--- config.mk ---
export PLATFORM = sky130hd
export DESIGN_NAME = obf_key_loader
export DESIGN_NICKNAME = d
export VERILOG_FILES = /design/src/rtl/obf_key_pkg.sv /design/src/rtl/obf_key_shreg.sv /design/src/rtl/obf_key_loader.sv
export SDC_FILE = /design/constraint.sdc
export NUM_CORES = 1
export LEC_CHECK = 0
export CORE_MARGIN = 2
export CORE_UTILIZATION = 30
export CTS_CLUSTER_DIAMETER = 40
export DETAILED_ROUTE_END_ITERATION = 6
export DONT_BUFFER_PORTS = 1
export HOLD_SLACK_MARGIN = 0.1
export SYNTH_ARGS = -nofsm -noshare
export SYNTH_HDL_FRONTEND = slang
export SYNTH_HIERARCHICAL = 1
export SYNTH_SLANG_ARGS = --single-unit
--- constraint.sdc ---
create_clock -name clk -period 2.4 [get_ports clk]
set_input_delay 0.48 -clock clk [delete_from_list [all_inputs] [get_ports clk]]
set_output_delay 0.48 -clock clk [all_outputs]
set_load 0.01 [all_outputs]
--- src/rtl/obf_key_pkg.sv ---
// Shared types and constants for the serial key loader.
// Build option: OBF_KEY_PARITY_EN adds a trailing odd-parity bit to each frame.
package obf_key_pkg;

  typedef enum logic [1:0] {
    ST_IDLE    = 2'd0,
    ST_SHIFT   = 2'd1,
    ST_CHECK   = 2'd2,
    ST_LOCKOUT = 2'd3
  } obf_key_state_t;

  localparam logic [63:0] OBF_KEY_SAFE = 64'd0;

  // Counter width able to hold values 0..n-1, never narrower than one bit.
  function automatic int OBF_KEY_CNT_W(input int n);
    return (n < 2) ? 1 : $clog2(n);
  endfunction

endpackage

--- src/rtl/obf_key_shreg.sv ---
// Shadow shift register (MSB first) with running parity over every accepted bit.
// Build option: OBF_KEY_PARITY_EN (the parity bit enters only the running parity).
module obf_key_shreg
  import obf_key_pkg::*;
#(
  parameter int KEY_W = 2
) (
  input  logic             clk,
  input  logic             rst,
  input  logic             clr,
  input  logic             en,
  input  logic             shift,
  input  logic             sdi,
  output logic [KEY_W-1:0] data,
  output logic             par
);

  logic [KEY_W-1:0] data_q, data_d;
  logic             par_q, par_d;
  logic [KEY_W:0]   shifted;

  assign shifted = {data_q, sdi};

  // Next shadow value: clear wins, otherwise accept a bit when enabled.
  always_comb begin
    data_d = data_q;
    par_d  = par_q;
    if (clr) begin
      data_d = '0;
      par_d  = 1'b0;
    end else if (en) begin
      par_d = par_q ^ sdi;
      if (shift) begin
        data_d = shifted[KEY_W-1:0];
      end else begin
        data_d = data_q;
      end
    end else begin
      data_d = data_q;
      par_d  = par_q;
    end
  end

  // Shadow state registers.
  always_ff @(posedge clk) begin
    if (rst) begin
      data_q <= '0;
      par_q  <= 1'b0;
    end else begin
      data_q <= data_d;
      par_q  <= par_d;
    end
  end

  assign data = data_q;
  assign par  = par_q;

endmodule

--- src/rtl/obf_key_loader.sv ---
// Serial key-frame receiver that atomically commits a verified key or a fail-safe zero key.
// Build option: OBF_KEY_PARITY_EN (frame = KEY_W data bits + one odd-parity bit).
module obf_key_loader
  import obf_key_pkg::*;
#(
  parameter int KEY_W    = 2,
  parameter int TIMEOUT  = 16,
  parameter int MAX_FAIL = 3
) (
  input  logic             clk,
  input  logic             rst,
  input  logic             key_start,
  input  logic             key_valid,
  input  logic             key_sdi,
  output logic [KEY_W-1:0] key_out,
  output logic             key_ok,
  output logic             key_err,
  output logic             key_busy,
  output logic             key_lockout
);

`ifdef OBF_KEY_PARITY_EN
  localparam int FRAME_W = KEY_W + 1;
`else
  localparam int FRAME_W = KEY_W;
`endif
  localparam int BIT_W  = OBF_KEY_CNT_W(KEY_W + 2);
  localparam int IDLE_W = OBF_KEY_CNT_W(TIMEOUT + 1);

  localparam logic [BIT_W-1:0]  BIT_LAST  = BIT_W'(FRAME_W - 1);
  localparam logic [BIT_W-1:0]  BIT_MAX   = BIT_W'(FRAME_W);
  localparam logic [BIT_W-1:0]  BIT_DATA  = BIT_W'(KEY_W);
  localparam logic [IDLE_W-1:0] IDLE_LAST = IDLE_W'(TIMEOUT - 1);
  localparam logic [IDLE_W-1:0] IDLE_MAX  = IDLE_W'(TIMEOUT);
  localparam logic [3:0]        FAIL_LAST = 4'(MAX_FAIL - 1);
  localparam logic [KEY_W-1:0]  SAFE_KEY  = OBF_KEY_SAFE[KEY_W-1:0];

  obf_key_state_t    state_q, state_d;
  logic [BIT_W-1:0]  bit_cnt_q, bit_cnt_d;
  logic [IDLE_W-1:0] idle_cnt_q, idle_cnt_d;
  logic [3:0]        fail_cnt_q, fail_cnt_d;
  logic [KEY_W-1:0]  key_out_q, key_out_d;
  logic              key_ok_q, key_ok_d;
  logic              key_err_q, key_err_d;
  logic              key_busy_q, key_busy_d;
  logic              key_lockout_q, key_lockout_d;

  logic             sh_clr, sh_en, sh_shift, sh_par, frame_ok, do_fail;
  logic [KEY_W-1:0] sh_data;

  obf_key_shreg #(.KEY_W(KEY_W)) u_shreg (
    .clk   (clk),
    .rst   (rst),
    .clr   (sh_clr),
    .en    (sh_en),
    .shift (sh_shift),
    .sdi   (key_sdi),
    .data  (sh_data),
    .par   (sh_par)
  );

  // The trailing parity bit only feeds the running parity, never the key.
  assign sh_shift = (bit_cnt_q < BIT_DATA);

`ifdef OBF_KEY_PARITY_EN
  assign frame_ok = sh_par;
`else
  logic par_unused;
  assign par_unused = sh_par;
  assign frame_ok   = 1'b1;
`endif

  // Frame sequencing, counters and commit/fail decisions.
  always_comb begin
    state_d    = state_q;
    bit_cnt_d  = bit_cnt_q;
    idle_cnt_d = idle_cnt_q;
    fail_cnt_d = fail_cnt_q;
    key_out_d  = key_out_q;
    key_ok_d   = key_ok_q;
    key_err_d  = key_err_q;
    sh_clr     = 1'b0;
    sh_en      = 1'b0;
    do_fail    = 1'b0;

    case (state_q)
      ST_IDLE, ST_SHIFT: begin
        if (key_start) begin
          state_d    = ST_SHIFT;
          bit_cnt_d  = '0;
          idle_cnt_d = '0;
          key_err_d  = 1'b0;
          sh_clr     = 1'b1;
        end else if (state_q == ST_SHIFT && key_valid) begin
          sh_en      = 1'b1;
          idle_cnt_d = '0;
          if (bit_cnt_q != BIT_MAX) begin
            bit_cnt_d = bit_cnt_q + BIT_W'(1);
          end else begin
            bit_cnt_d = bit_cnt_q;
          end
          if (bit_cnt_q == BIT_LAST) begin
            state_d = ST_CHECK;
          end else begin
            state_d = ST_SHIFT;
          end
        end else if (state_q == ST_SHIFT) begin
          if (idle_cnt_q != IDLE_MAX) begin
            idle_cnt_d = idle_cnt_q + IDLE_W'(1);
          end else begin
            idle_cnt_d = idle_cnt_q;
          end
          do_fail = (idle_cnt_q == IDLE_LAST);
        end else begin
          state_d = ST_IDLE;
        end
      end
      ST_CHECK: begin
        if (frame_ok) begin
          state_d    = ST_IDLE;
          key_out_d  = sh_data;
          key_ok_d   = 1'b1;
          key_err_d  = 1'b0;
          fail_cnt_d = 4'd0;
        end else begin
          do_fail = 1'b1;
        end
      end
      ST_LOCKOUT: begin
        key_out_d = SAFE_KEY;
        key_ok_d  = 1'b0;
      end
      default: begin
        state_d = ST_IDLE;
      end
    endcase

    if (do_fail) begin
      key_out_d = SAFE_KEY;
      key_ok_d  = 1'b0;
      key_err_d = 1'b1;
      if (fail_cnt_q != 4'hF) begin
        fail_cnt_d = fail_cnt_q + 4'd1;
      end else begin
        fail_cnt_d = fail_cnt_q;
      end
      state_d = (fail_cnt_q == FAIL_LAST) ? ST_LOCKOUT : ST_IDLE;
    end else begin
      fail_cnt_d = fail_cnt_d;
    end

    key_busy_d    = (state_d == ST_SHIFT) || (state_d == ST_CHECK);
    key_lockout_d = (state_d == ST_LOCKOUT);
  end

  // State, counters and registered outputs.
  always_ff @(posedge clk) begin
    if (rst) begin
      state_q       <= ST_IDLE;
      bit_cnt_q     <= '0;
      idle_cnt_q    <= '0;
      fail_cnt_q    <= 4'd0;
      key_out_q     <= SAFE_KEY;
      key_ok_q      <= 1'b0;
      key_err_q     <= 1'b0;
      key_busy_q    <= 1'b0;
      key_lockout_q <= 1'b0;
    end else begin
      state_q       <= state_d;
      bit_cnt_q     <= bit_cnt_d;
      idle_cnt_q    <= idle_cnt_d;
      fail_cnt_q    <= fail_cnt_d;
      key_out_q     <= key_out_d;
      key_ok_q      <= key_ok_d;
      key_err_q     <= key_err_d;
      key_busy_q    <= key_busy_d;
      key_lockout_q <= key_lockout_d;
    end
  end

  assign key_out     = key_out_q;
  assign key_ok      = key_ok_q;
  assign key_err     = key_err_q;
  assign key_busy    = key_busy_q;
  assign key_lockout = key_lockout_q;

endmodule
==> flow_summary.json <==
{
  "antenna_found_initial": 0,
  "cts_sinks": 21,
  "status": "finished, final reports clean",
  "cpPeakStageDelay_ps": 380,
  "grt-ovfl-total": 0,
  "busiest_layer": "met2",
  "netlist_instances": 129,
  "yosys_warnings": 6,
  "wl_per_cell_um": 12.9,
  "final_cell_mix": "dfxtp_1, a21oi_1, inv_1",
  "clock_skew_ps": 7.06,
  "drive_above_1_share": 0.0703,
  "synth_nets": 142,
  "grt_max_degree": 19,
  "critPathLaunchType": "flip-flop",
  "avgSynthCellArea_um2": 8.80,
  "max_cap_viol_count": 0,
  "total_power_mw": 0.626,
  "ctsHoldBuffers": 0,
  "viasPerCell": 5.19,
  "ctsResizeCount": 0,
  "hold_start": "rst",
  "crit_required_ps": 2560,
  "io_pins": 11,
  "arrival_ps": 2230,
  "worst-setup-path-type": "flip-flop to flip-flop",
  "worstPathCellList": "ha_1, and3_1, ha_1, nor4b_4, nand4b_1, nand3_1, ha_1, nor2b_1",
  "relSlewSlack": 0.614,
  "rsz0062_at_grt": "false",
  "use_met2": 0.214,
  "clk_pin_slew_ps": 80,
  "final_net_count": 142,
  "cts_tree": "built",
  "min_period_ps": 2070,
  "placed_cell_area_um2": 1170,
  "antenna_cells": 0,
  "die_y_um": 65.5,
  "dpl.cell_count": 172,
  "start_util": 0.310,
  "setup_viol": 0,
  "p_per_area_nw_per_um2": 514,
  "final_common_cell": "dfxtp_1",
  "dieArea_um2": 4290,
  "cp_max_fo": 6,
  "clkLatencyLatePin_ps": 260,
  "r2r_start": "idle_cnt_q[0]",
  "holdPathEnd": "bit_cnt_q[0]",
  "max_freq_mhz": 483,
  "critical_path.top_delay_family": "simple AND/OR/NAND/NOR gates",
  "use_met1": 0.132,
  "vias": 913,
  "chipWidth_um": 65.5,
  "post-route-period-util": 0.863,
  "final_cell_area_um2": 1220,
  "htreeDepth": 1,
  "worst-path-buf-inv": 0,
  "drt_iter0_drc": 33,
  "hpwl_um": 1720,
  "drc": 0,
  "regToRegSetupSlack_ps": 330,
  "cts_buffer_depth": 2,
  "hp-class": "input pin to flip-flop",
  "met3_usage": 0.0325,
  "finalNonFillerCells": 176,
  "tightest_slew_ps": 579,
  "synth_area_um2": 1130,
  "final_util": 0.333,
  "core-area_um2": 3660,
  "postRouteAntennaNets": 0,
  "grtUsageTotal": 0.117,
  "syn2layout_area_growth_pct": 7.28,
  "setup_tns_ps": 0,
  "wirelength_um": 2270,
  "hold_viol_final": 0,
  "cpMostUsedCell": "ha_1",
  "grt_pass1_vias": 932,
  "leakagePower_nw": 0.444,
  "final_max_slew_viol_count": 0,
  "grt_pass1_wl_um": 4000,
  "hold_depth": 1,
  "worst-r2r-cell-count": 8,
  "portBuffers": 0,
  "firstDrtPassIters": 4,
  "rows": 22,
  "cts_root_buffer": "clkbuf_8",
  "peakVddDrop_mv": 0.245,
  "worstSetupEndpointType": "flip-flop",
  "postCtsSetupRepairBufs": 0,
  "cts_buffers": 3,
  "critPathSlowestCell": "dfxtp_1",
  "gp_congestion": 0.805,
  "rr_endpoint": "key_busy"
}
routing by layer:
layer | wire (um) | vias up
li1 | - | 457
met1 | 943 | 434
met2 | 1180 | 19
met3 | 134 | 3
met4 | 16 | 0
met5 | 0 | -
registers in the layout, summed over array words and instances (netlist names):
signal	count
key_busy	1
idle_cnt_q	5
key_ok	1
u_shreg/data	2
key_lockout	1
bit_cnt_q	2
fail_cnt_q	4
key_err	1
state_q	2
key_out	2
cell type report:
cell class,count,area [um2]
clock buffer,4,45.0
fill,372,2440
inverter,9,33.8
multi-input combinational,94,658
sequential,21,420
tap,48,60.1
how the worst max path moves through the flow:
stage / cells past startpoint / slack, ps / startpoint / end
after floorplan: 8 / 530 / idle_cnt_q[0] / key_busy
after global placement: 8 / 410 / idle_cnt_q[0] / key_busy
after detailed placement: 8 / 340 / idle_cnt_q[0] / key_busy
after CTS: 8 / 310 / idle_cnt_q[0] / key_busy
after global routing: 8 / 100 / idle_cnt_q[0] / key_busy
final: 8 / 330 / idle_cnt_q[0] / key_busy
where the power goes:
part / internal, mW / total [mW] / switching (mW)
registers: 0.353 / 0.361 / 0.00809
clock network: 0.118 / 0.233 / 0.115
logic: 0.0142 / 0.0320 / 0.0178
total: 0.485 / 0.626 / 0.141
worst register-to-register path, cell delays in order (launching register included):
cell      delay [ps]
dfxtp_1          380
ha_1             210
and3_1           180
ha_1             160
nor4b_4          340
nand4b_1         230
nand3_1          130
ha_1             220
nor2b_1          120
stage by stage:
stage,hold slack [ps],worst slack (ps)
floorplan,449,526
global placement,467,415
detailed placement,487,336
CTS,276,309
global route,275,102
finish,278,329
Power figures use the tool's default switching activity.
